## src/rtl/cnn_pkg.sv

```systemverilog
// Shared CNN definitions: element width, window/filter element ordering, counter widths.
package cnn_pkg;

  localparam int DATA_WIDTH = 16;

  // Flattened element index shared by window generator and filter loader.
  function automatic int idx(input int d, input int r, input int c, input int f);
    return (d * f + r) * f + c;
  endfunction

  function automatic int cw(input int n);
    return (n > 1) ? $clog2(n) : 1;
  endfunction

endpackage

```

## src/rtl/conv_line_buffer.sv

```systemverilog
// F-1 stacked image rows addressed by column; read-before-write shift on each pixel.
module conv_line_buffer #(
  parameter int PW = 16,
  parameter int F  = 5,
  parameter int W  = 32,
  parameter int CW = cnn_pkg::cw(W)
) (
  input  logic                 clk,
  input  logic                 we,
  input  logic [CW-1:0]        col,
  input  logic [PW-1:0]        din,
  output logic [F-2:0][PW-1:0] col_out
);

  // Entry 0 holds the oldest row (top of the window), entry F-2 the newest.
  logic [F-2:0][PW-1:0] mem [W];

  assign col_out = mem[col];

  always_ff @(posedge clk) begin
    if (we) begin
      for (int i = 0; i < F-2; i++) mem[col][i] <= mem[col][i+1];
      mem[col][F-2] <= din;
    end
  end

endmodule

```

## src/rtl/conv_window_generator.sv

```systemverilog
// Raster-order pixel stream in, FxF (xD) valid-convolution windows out, stride 1.
module conv_window_generator #(
  parameter int DATA_WIDTH = cnn_pkg::DATA_WIDTH,
  parameter int D          = 1,
  parameter int F          = 5,
  parameter int W          = 32,
  parameter int H          = 32
) (
  input  logic                          clk,
  input  logic                          reset,
  input  logic [D*DATA_WIDTH-1:0]       in_pixel,
  input  logic                          in_valid,
  output logic                          in_ready,
  output logic [D*F*F*DATA_WIDTH-1:0]   win_data,
  output logic                          win_valid,
  input  logic                          win_ready,
  output logic [cnn_pkg::cw(H)-1:0]     win_row,
  output logic [cnn_pkg::cw(W)-1:0]     win_col,
  output logic                          win_last
);
  import cnn_pkg::*;

  localparam int PW = D * DATA_WIDTH;
  localparam int RW = cw(H);
  localparam int CW = cw(W);
  localparam logic [RW-1:0] ROW_FIRST = RW'(F-1);
  localparam logic [RW-1:0] ROW_LAST  = RW'(H-1);
  localparam logic [CW-1:0] COL_FIRST = CW'(F-1);
  localparam logic [CW-1:0] COL_LAST  = CW'(W-1);

  logic [RW-1:0] row;
  logic [CW-1:0] col;
  logic [F-1:0][F-1:0][PW-1:0] wreg;  // [r][c], c=0 is the leftmost column
  logic [F-2:0][PW-1:0] lb_col;
  logic accept, emit, eol, eof;

  assign in_ready = !win_valid || win_ready;
  assign accept   = in_valid && in_ready;
  assign emit     = (row >= ROW_FIRST) && (col >= COL_FIRST);
  assign eol      = (col == COL_LAST);
  assign eof      = eol && (row == ROW_LAST);

  conv_line_buffer #(.PW(PW), .F(F), .W(W), .CW(CW)) u_lb (
    .clk     (clk),
    .we      (accept),
    .col     (col),
    .din     (in_pixel),
    .col_out (lb_col)
  );

  always_ff @(posedge clk) begin
    if (reset) begin
      row       <= '0;
      col       <= '0;
      wreg      <= '0;
      win_valid <= 1'b0;
      win_last  <= 1'b0;
      win_row   <= '0;
      win_col   <= '0;
    end else if (accept) begin
      for (int r = 0; r < F; r++)
        for (int c = 0; c < F-1; c++) wreg[r][c] <= wreg[r][c+1];
      for (int r = 0; r < F-1; r++) wreg[r][F-1] <= lb_col[r];
      wreg[F-1][F-1] <= in_pixel;
      col <= eol ? '0 : col + 1'b1;
      if (eol) row <= (row == ROW_LAST) ? '0 : row + 1'b1;
      win_valid <= emit;
      win_last  <= emit && eof;
      if (emit) begin
        win_row <= row - ROW_FIRST;
        win_col <= col - COL_FIRST;
      end
    end else if (win_ready) begin
      win_valid <= 1'b0;
    end
  end

  // Input is stalled while a window is held, so wreg drives the output directly.
  for (genvar d = 0; d < D; d++) begin : g_d
    for (genvar r = 0; r < F; r++) begin : g_r
      for (genvar c = 0; c < F; c++) begin : g_c
        assign win_data[DATA_WIDTH*idx(d, r, c, F) +: DATA_WIDTH] =
          wreg[r][c][DATA_WIDTH*d +: DATA_WIDTH];
      end
    end
  end

endmodule

```

## config.mk

```make
export PLATFORM = sky130hd
export DESIGN_NAME = conv_window_generator
export DESIGN_NICKNAME = d
export VERILOG_FILES = /design/src/rtl/cnn_pkg.sv /design/src/rtl/conv_line_buffer.sv /design/src/rtl/conv_window_generator.sv
export SDC_FILE = /design/constraint.sdc
export NUM_CORES = 2
export LEC_CHECK = 0
export CORE_MARGIN = 2
export CORE_UTILIZATION = 54
export CTS_CLUSTER_DIAMETER = 150
export DETAILED_ROUTE_END_ITERATION = 10
export PLACE_DENSITY_LB_ADDON = 0.3
export SYNTH_ARGS = -nofsm -noshare
export SYNTH_HDL_FRONTEND = slang
export SYNTH_SLANG_ARGS = --single-unit
export TNS_END_PERCENT = 1
```

## constraint.sdc

```tcl
create_clock -name clk -period 7.2 [get_ports clk]
set_input_delay 1.08 -clock clk [delete_from_list [all_inputs] [get_ports clk]]
set_output_delay 1.08 -clock clk [all_outputs]
set_load 0.005 [all_outputs]
```

After elaboration in Yosys (flattened, before gate mapping) --
Memory sizes are Yosys's and may differ from the RTL's. A register that Yosys moved wholly into a read port is not among the register bits. Index checks and enable logic that the tools add are counted. Widths: inputs -> output; s select.
Cells by class: $lt $le $gt $ge 2, eq/ne operators 2, reduce and logical (&&, ||, !) cells 9, multiplexer cells 8, add/subtract/negate cells 4
Operator list (count):
- $mux 5 | 4
- $add 5x1->5 const B | 2
- $eq 5x5->1 const B | 2
- $ge 5x3->1 const B | 2
- $sub 5x3->5 const B | 2
- $logic_and 1x1->1 | 4
- $mux 1 | 4
- $reduce_and 2->1 | 2
- $reduce_bool 2->1 | 1
- $logic_not 1->1 | 1
- $logic_or 1x1->1 | 1
Word-level totals: register bits 422, word-level logic and storage cells 57, input port bits 20, output and inout port bits 413, bits in writable memories 2048, memories 1
Memory list:
- u_lb.mem | depth 32, bits a word 64, read ports 1, clocked after memory_dff 1, write ports 1, line conv_line_buffer.sv:16 | logic [F-2:0][PW-1:0] mem [W];

Logic depth before layout (Yosys ltp) --
word-level depth 5, gate-level depth with buffers 11, gate-level depth less buffers 7

Cells and area by module --
From an unflattened synthesis, not the netlist that was laid out.
Second synthesis, totals: cells, all modules 5927, area, all modules 92364.8 um2
Modules (own cells, without submodules):
- conv_line_buffer | area an instance 77584.4 um2, times used 1, seq. area each 61499.0 um2, cells an instance 4072
- conv_window_generator | area an instance 14780.4 um2, times used 1, seq. area each 8448.1 um2, cells an instance 1855

Worst setup path before layout --
No wires, ideal clock.
path type input -> register, start in win_ready, end mem u_lb.mem[3][0] (netlist bit), enable pin, stages 6, slack 0.287 ns, buffers on the path 3, data required time 6.635 ns, setup time 0.565 ns, arrival 6.348 ns, path through nand2b_1 > nand2_1 > clkbuf_1 > clkbuf_1 > clkbuf_1 > nor3_1
Between the ends: cells in the longest elaborated chain, start to end 4
RTL lines:
- start: declaration | line conv_window_generator.sv:16 | input logic win_ready,
- $logic_or 1x1->1 | line conv_window_generator.sv:37 | assign in_ready = !win_valid || win_ready;
- $logic_and 1x1->1 | line conv_window_generator.sv:38 | assign accept = in_valid && in_ready;
- $mux 1 | line conv_line_buffer.sv:21 | if (we) begin
- $mux 1 (not written as such) | line conv_line_buffer.sv:22 | for (int i = 0; i < F-2; i++) mem[col][i] <= mem[col][i+1];
- end: declaration | line conv_line_buffer.sv:16
Every way passes these cells.

==> run_results.csv <==
group,metric,value,unit
clock_tree,tritoncts,"yes",
clock_tree,cts_sinks,2475,
clock_tree,htree_num_levels,4,
finish,final_layout_size_suffix_gt1_share,14.96,%
clock_tree,hold_buffers,0,
timing,setup_viol,0,
clock_tree,cts.path.max_buffers,3,
worst_setup_path,crit_fanout,42,
place,placed_cells,7974,
yosys,synth-xor-area-share,0.01882,%
worst_setup_path,reg2reg_slack,2930,ps
worst_setup_path,worstRegToRegCells,8,
pwr,ir_worst_vdd,231.0,uV
pwr,power,29780,uW
global_routing,antenna_found_initial,3,
run_status,status,"complete, but fails checks",
route,wl_per_cell,28.52,microns
route,totalWireLength,239700,microns
pwr,p_leak,0.03327,uW
timing,slew_violations,0,
timing,worst_pin_slew,1276,ps
floorplanning,num_io_pins,433,
worst_setup_path,crit_type,"flip-flop to flip-flop",
clock_tree,cts_resized,0,
timing,fmax,234.2,MHz
place,dp_hpwl,133300,microns
yosys,yosys.area_share.adder,0.1882,%
global_routing,grt_max_degree,197,
route,drtIter0Drc,7000,
route,drc,2,
finish,final_cells,8405,
flow_run,cap_violations,0,
clock_tree,cts_root_buf,"clkbuf_16",
route,antenna_left,0,
yosys,synthMuxAreaShare,12.31,%
timing,fin_crit,4270,ps
yosys,synth-simple-area-share,4.835,%
worst_setup_path,reg2reg_to,"win_data[316]$_SDFFE_PP0P_",
worst_setup_path,start_kind,"flip-flop",
yosys,synth_common_cells,"edfxtp_1, nand2_1, dfxtp_1",
clock_tree,numCtsBuffers,232,
hold_path,hold_path_depth,2,
finish,fin_nets,5932,
global_routing,grt_overflow,0,
timing,finalHoldViolCount,0,
yosys,yosysTopAreaCell,"edfxtp_1",
timing,tns,0,ps
yosys,synth_top_cells_by_area,"edfxtp_1, dfxtp_1, mux4_2",
yosys,synthFlopType,"edfxtp_1",
yosys,synth.most_common_cell,"edfxtp_1",
yosys,synth_top_family_by_area,"multiplexers",
yosys,async_reset_ff_share,0,%
timing,relSlewSlack,14.67,%
hold_path,hold_path.class,"flip-flop to flip-flop",
floorplanning,start_util,54.31,%
yosys,syn_nets,5450,
worst_setup_path,critPathCaptureType,"flip-flop",
timing,clock_skew,36.43,ps
timing,fin_crit_sh,59.31,%
pwr,p_per_area,275.8,nW/um^2
yosys,yosysTopAreaCellShare,66.08,%
floorplanning,die-width,419.1,microns
yosys,netlist_area,93070,sq um
hold_path,min_to,"win_data[255]$_SDFFE_PP0P_",
floorplanning,die_area,175700,sq um
floorplanning,row_count,152,
place,routabilityCongestion,0.8329,
yosys,synth_seq_cells,2475,
finish,insertedDiodeCount,0,
timing,holdWs,453.3,ps
clock_tree,clk_latency,870,ps
yosys,ys_warn_count,0,
worst_setup_path,cp_data_arrival_time,5010,ps
floorplanning,dieHeight,419.1,microns
clock_tree,clk_pin_slew_worst_paths,60,ps
yosys,ys_seq_area_share,75.27,%
timing,rsz0062_at_grt,"false",
global_routing,grt_use_total,26.94,%
worst_setup_path,critical_path_required,7940,ps
yosys,synthCells,5416,
yosys,netlist-cell-type-count,60,
yosys,avgSynthCellArea,17.18,sq um
place,port-buffer-count,432,
route,drt_pass1_iterations,9,
global_routing,grt_pass1_wl,343900,microns
route,vias,52250,
run_status,violations,"DRC",
yosys,synth_compound_area_share,5.402,%
clock_tree,cts_setup_buffers,0,
finish,syn2layout_area_growth,16.01,%
route,drt-vias-per-instance,6.216,
floorplanning,coreArea,171400,sq um
yosys,synth_edf_count,2048,
hold_path,hp-start,"win_data[255]$_SDFFE_PP0P_",
global_routing,grt_pass1_vias,50290,
-- flip-flops by register name, summed over array words and instances, names as in the netlist, named ones only --
| signal | flops |
|---|---|
| col | 5 |
| u_lb.mem | 2048 |
| win_valid | 1 |
| win_last | 1 |
| win_row | 5 |
| win_data | 400 |
| row | 5 |
| win_col | 5 |
-- cell families (layout without fill, tap and decap cells) --
group,after synthesis,count (layout)
compound gates,801,801
xor+xnor,2,2
fa+ha+maj,14,14
buf+inv,356,1035
flops,2475,2475
mux,735,735
simple gates,1033,1033
-- cell usage in the layout, fill, tap and decap left out, types with 131 or more instances in the layout --
master	netlist	layout
edfxtp_1	2048	2048
nand2_1	710	708
clkdlybuf4s50_1	0	431
dfxtp_1	427	423
mux2i_1	386	386
a21oi_1	361	361
mux4_2	325	325
clkbuf_16	0	242
o22ai_1	150	150
buf_4	60	131
-- metal layers --
layer	GRT usage, %	routed length (microns)	up-vias
li1	-	-	22120
met5	0	13	-
met2	42.80	115000	2866
met1	38.00	94370	26850
met4	8.891	7178	2
met3	4.868	23130	407
-- critical path, stage by stage, from the launching register on --
cell and delay [ps]:
dfxtp_4 840, buf_4 740, buf_4 720, mux2i_1 260
o22ai_1 100, nor3_1 750, nor4_4 70, buf_4 280
a22o_1 250
-- worst max-delay path by stage --
stage                    from                         end  slack (ps)  cells after the start
floorplan           win_ready    u_lb.mem[3][0]$_DFFE_PP_         290                      6
global placement    win_ready  u_lb.mem[21][30]$_DFFE_PP_        2230                      7
detailed placement  win_ready  u_lb.mem[21][41]$_DFFE_PP_        2190                      7
CTS                 flip-flop  win_data[316]$_SDFFE_PP0P_        2920                      8
global route        flip-flop  u_lb.mem[29][35]$_DFFE_PP_        2540                      5
finish              flip-flop  win_data[316]$_SDFFE_PP0P_        2930                      8
-- cell type report --
| cell class | instances | area, sq um |
|---|---|---|
| inverters | 14 | 52.55 |
| repair buffers | 590 | 5853 |
| clock buffers | 315 | 6510 |
| clock inverters | 116 | 930.9 |
| well taps | 2310 | 2890 |
| flip-flops and latches | 2475 | 70060 |
| fillers | 11760 | 63390 |
| multi-input cells | 2585 | 21660 |
-- metrics by stage --
| stage | worst slack, ps | area [sq um] | util (%) |
|---|---|---|---|
| 2_1_floorplan | 287.4 | 93070 | - |
| 3_3_place_gp | 2227 | 100500 | 58.66 |
| 3_5_place_dp | 2191 | 100500 | 58.66 |
| 4_1_cts | 2921 | 108000 | 63.01 |
| 5_1_grt | 2537 | 108000 | 63.01 |
| 6_report | 2930 | 108000 | 63.01 |
-- power breakdown --
group / switching, uW / internal [uW]
Combinational: 1220 / 626
Sequential: 101 / 15900
Clock: 5160 / 6760
Total: 6480 / 23300
Power figures use the tool's default switching activity.
